**config.mk**
```make
export PLATFORM = sky130hd
export DESIGN_NAME = ram_port_arbiter
export DESIGN_NICKNAME = d
export VERILOG_FILES = /design/src/rtl/ram_port_arbiter.sv
export SDC_FILE = /design/constraint.sdc
export NUM_CORES = 1
export LEC_CHECK = 0
export ABC_CLOCK_PERIOD_IN_PS = 2000
export CORE_AREA = 2 2 93 95
export CTS_CLUSTER_DIAMETER = 40
export DETAILED_ROUTE_END_ITERATION = 8
export DIE_AREA = 0 0 95 97
export PLACE_DENSITY = 0.8
export SYNTH_ARGS = -nofsm -noshare
export SYNTH_HDL_FRONTEND = slang
export SYNTH_SLANG_ARGS = --single-unit
```
**constraint.sdc**
```tcl
create_clock -name clk -period 2 [get_ports clk]
set_input_delay 0.4 -clock clk [delete_from_list [all_inputs] [get_ports clk]]
set_output_delay 0.4 -clock clk [all_outputs]
set_load 0.05 [all_outputs]
```
**src/rtl/ram_port_arbiter.sv**
```systemverilog
// Shares the data RAM port between the CPU load/store path and a debug read channel.
// Optional stall counter is built only when ARB_STALL_COUNT_EN is defined.
module ram_port_arbiter #(
  parameter int ADDR_W     = 12,
  parameter int DATA_W     = 32,
  parameter int STARVE_MAX = 4
) (
  input  logic              clk,
  input  logic              clr,
  input  logic              cpu_req,
  input  logic              cpu_we,
  input  logic [1:0]        cpu_mode,
  input  logic [ADDR_W-1:0] cpu_addr,
  input  logic [DATA_W-1:0] cpu_wdata,
  output logic [DATA_W-1:0] cpu_rdata,
  output logic              cpu_stall,
  input  logic              dbg_req,
  input  logic [ADDR_W-1:0] dbg_addr,
  output logic              dbg_ack,
  output logic [DATA_W-1:0] dbg_rdata,
  output logic [ADDR_W-1:0] ram_addr,
  output logic [DATA_W-1:0] ram_wdata,
  output logic [1:0]        ram_mode,
  output logic              ram_we,
  input  logic [DATA_W-1:0] ram_rdata,
  output logic [31:0]       stall_count
);

  typedef enum logic [1:0] {IDLE, GRANT, ACK} state_t;

  // The cycle that reaches this count is itself a lost cycle, so the grant
  // follows after exactly STARVE_MAX CPU-busy cycles.
  localparam logic [3:0] STARVE_LAST = 4'(STARVE_MAX - 1);

  state_t            state_q, state_d;
  logic [3:0]        starve_q, starve_d;
  logic              dbg_ack_q;
  logic [DATA_W-1:0] dbg_rdata_q;

  always_comb begin
    state_d   = state_q;
    starve_d  = starve_q;
    ram_addr  = cpu_addr;
    ram_wdata = cpu_wdata;
    ram_mode  = cpu_mode;
    ram_we    = cpu_req & cpu_we;
    cpu_rdata = ram_rdata;
    cpu_stall = 1'b0;
    case (state_q)
      IDLE: begin
        if (dbg_req && (!cpu_req || starve_q >= STARVE_LAST)) begin
          state_d = GRANT;
        end else if (dbg_req && cpu_req) begin
          starve_d = (starve_q == 4'hF) ? starve_q : starve_q + 4'd1;
        end else begin
          starve_d = '0;
        end
      end
      GRANT: begin
        ram_addr  = dbg_addr;
        ram_wdata = '0;
        ram_mode  = 2'b10;
        ram_we    = 1'b0;
        cpu_rdata = '0;
        cpu_stall = cpu_req;
        starve_d  = '0;
        state_d   = ACK;
      end
      ACK: begin
        state_d = IDLE;
      end
      default: begin
        state_d  = IDLE;
        starve_d = '0;
      end
    endcase
  end

  always_ff @(posedge clk or negedge clr) begin
    if (!clr) begin
      state_q     <= IDLE;
      starve_q    <= '0;
      dbg_ack_q   <= 1'b0;
      dbg_rdata_q <= '0;
    end else begin
      state_q   <= state_d;
      starve_q  <= starve_d;
      dbg_ack_q <= (state_q == GRANT);
      if (state_q == GRANT) dbg_rdata_q <= ram_rdata;
    end
  end

  assign dbg_ack   = dbg_ack_q;
  assign dbg_rdata = dbg_rdata_q;

`ifdef ARB_STALL_COUNT_EN
  logic [31:0] stall_cnt_q;

  always_ff @(posedge clk or negedge clr) begin
    if (!clr) begin
      stall_cnt_q <= '0;
    end else if (cpu_stall && stall_cnt_q != 32'hFFFF_FFFF) begin
      stall_cnt_q <= stall_cnt_q + 32'd1;
    end
  end

  assign stall_count = stall_cnt_q;
`else
  assign stall_count = 32'h0000_0000;
`endif

endmodule

```
==> flow_summary.json <==
{
  "tightest_slew_ns": 0.610,
  "gp_congestion": 0.805,
  "post_drt_wl_per_cell_um": 13.8,
  "die_area_um2": 9220,
  "hold_class": "input pin to asynchronous set/reset pin",
  "synthCells": 308,
  "rr_endpoint": "starve_q[0]",
  "synth_edf_count": 0,
  "overflow": 0,
  "vias": 2614,
  "crit_chain": "nand2b_4 > buf_4 > and3_1 > buf_12",
  "area_growth_pct": 129,
  "die_h_um": 97,
  "place_hpwl_mm": 7.40,
  "crit_path_top_delay_cell": "dfrtp_2",
  "antennaDiodeCount": 0,
  "antenna_found_initial": 0,
  "port_buffers": 207,
  "routed_wl_mm": 8.58,
  "r2r_cells": 4,
  "drc": 0,
  "grt_max_degree": 44,
  "die_w_um": 95,
  "insertion_delay_ns": 0.28,
  "worstPathMaxFanout": 11,
  "final-setup-viol-count": 0,
  "post-route-min-period_ns": 1.93,
  "cts_max_path_buffers": 2,
  "cap_viol_max_count": 0,
  "finalHoldViolations": 0,
  "grt_pass1_vias": 2684,
  "initial_core_util_pct": 28.6,
  "synth_cell_types": 19,
  "synth-seq-area-share_pct": 41.9,
  "worst_ep_arrival_time_ns": 1.53,
  "cts_root_buf": "clkbuf_8",
  "fin_worst_skew_ns": 0.00802,
  "max_stage_delay_ns": 0.45,
  "startpoint": "state_q[1]",
  "max_slew_margin_pct": 59.3,
  "r2r-start": "starve_q[0]",
  "syn_area_um2": 2330,
  "yosysTopAreaCell": "dfrtp_1",
  "synth_most_common_cell": "nand2_1",
  "holdWs_ns": 0.118,
  "rsz0062_at_grt": "false",
  "yosysTopAreaCellShare_pct": 41.9,
  "ir_drop_uv": 362,
  "post-route-period-util_pct": 96.3,
  "rrSetupSlack_ns": 0.07,
  "slew_violations": 0,
  "io_pins": 240,
  "htree_levels": 2,
  "yosys-top-cells-count": "nand2_1, and2_1, dfrtp_1",
  "crit_type": "register to output port",
  "status": "finished clean",
  "worstPathRequired_ns": 1.60,
  "cts_buffers": 5,
  "place_ws_ns": -0.162,
  "power.density_nw_per_um2": 826,
  "dr.pass1.iters": 4,
  "row_count": 33,
  "routed_via_density": 4.22,
  "ys_ff_latch": 39,
  "synthArstFlopShare_pct": 100,
  "worstSetupStartpointType": "register",
  "max_freq_mhz": 519,
  "cp-end-kind": "output port",
  "power.leakage_nw": 2.52,
  "ys_warn_count": 0,
  "gr-usage-all-layers_pct": 18.8,
  "drt-initial-drc-count": 52,
  "drive_gt1_share_pct": 19.6,
  "holdBufCountCts": 0,
  "path_clk_slew_ns": 0.08,
  "cts_tree": "yes",
  "worst_slack_ns": 0.0750,
  "grt_first_pass_wirelength_mm": 13.4,
  "syn_avg_cell_area_um2": 7.56,
  "cts_sinks": 39,
  "postLayoutCoreUtil_pct": 65.5,
  "synth_ff_type": "dfrtp_1",
  "coreArea_um2": 8130,
  "netlist_top_cells_area": "dfrtp_1, nand2_1, and2_1, buf_4, clkbuf_1",
  "ant_nets": 0,
  "fin_nets": 610
}
## report_power, final
group          internal (W)  switching [W]  leakage, nW
registers          0.000966       0.000100        0.486
logic               0.00112        0.00171         1.99
clock network      0.000245       0.000265       0.0422
total               0.00233        0.00208         2.52
## sequential cells by signal, summed over array words and instances (netlist names)
| signal | count |
|---|---|
| state_q | 2 |
| dbg_ack | 1 |
| dbg_rdata | 32 |
| starve_q | 4 |
## cell type report
| cell class | count | area [um2] |
|---|---|---|
| Clock inverter | 1 | 5.00 |
| Timing Repair Buffer | 216 | 2960 |
| Sequential cell | 39 | 977 |
| Inverter | 4 | 17.5 |
| Fill cell | 613 | 2800 |
| Multi-Input combinational cell | 248 | 1160 |
| Tap cell | 105 | 131 |
| Clock buffer | 7 | 76.3 |
## cells by family (layout without fill, tap and decap cells)
logic type               Yosys count  after routing  share of synthesized area [%]
AO/OA/AOI/OAI                      3              3                          0.859
adder cells (fa/ha/maj)            1              1                          0.537
buffers and inverters             52            228                           13.5
flip-flops                        39             39                           41.9
other                              1             32                          0.161
AND/OR/NAND/NOR                  212            212                           43.0
## through the flow
step,total power [W],cell area (um2),std cells,setup TNS (ns)
finish,0.00440,5330,620,0
global route,0.00461,5330,620,0
CTS,0.00445,5330,620,0
detailed placement,0.00393,5240,611,-0.162
global placement,0.00388,5240,611,-0.0856
floorplan,0.00266,2450,339,0
## layer usage
metal | routed length [um] | track usage [%] | up-vias
li1 | - | - | 1275
met1 | 2720 | 17.9 | 1177
met2 | 4870 | 37.3 | 154
met3 | 887 | 6.46 | 8
met4 | 108 | 4.35 | 0
met5 | 0 | 0 | -
## critical path, delay by kind of cell (launching register included)
family,cells,cell delay (ns)
DFF,1,0.45
buffers and inverters,2,0.36
and+or+nand+nor,2,0.43
## cell usage in the layout, fill, tap and decap left out, drive strengths merged
master / count
nand2: 134
clkdlybuf4s50: 125
buf: 91
and2: 66
dfrtp: 39
conb: 32
clkbuf: 7
inv: 4
nor2: 2
nand3: 2
a31oi: 2
nor4b: 2
nand2b: 2
or4b: 2
and3: 1
o21bai: 1
nand4b: 1
ha: 1
clkinv: 1
## repair_timing
| item | CTS | global route |
|---|---|---|
| setup endpoints to repair | 56 | 44 |
| gates cloned | 0 | 0 |
| buffers inserted | 1 | 0 |
| gates resized for setup | 1 | 2 |
## how the worst max path moves through the flow
stage / endpoint / slack (ns) / cells past startpoint
after CTS: ram_wdata[8] / 0.009 / 4
after global routing: ram_addr[6] / 0.004 / 5
final: ram_we / 0.07 / 4
after global placement: starve_q[0] / -0.09 / 4
after floorplan: ram_addr[11] / 0.04 / 5
after detailed placement: starve_q[0] / -0.16 / 4
No activity file was read; power rests on OpenSTA's default activity.
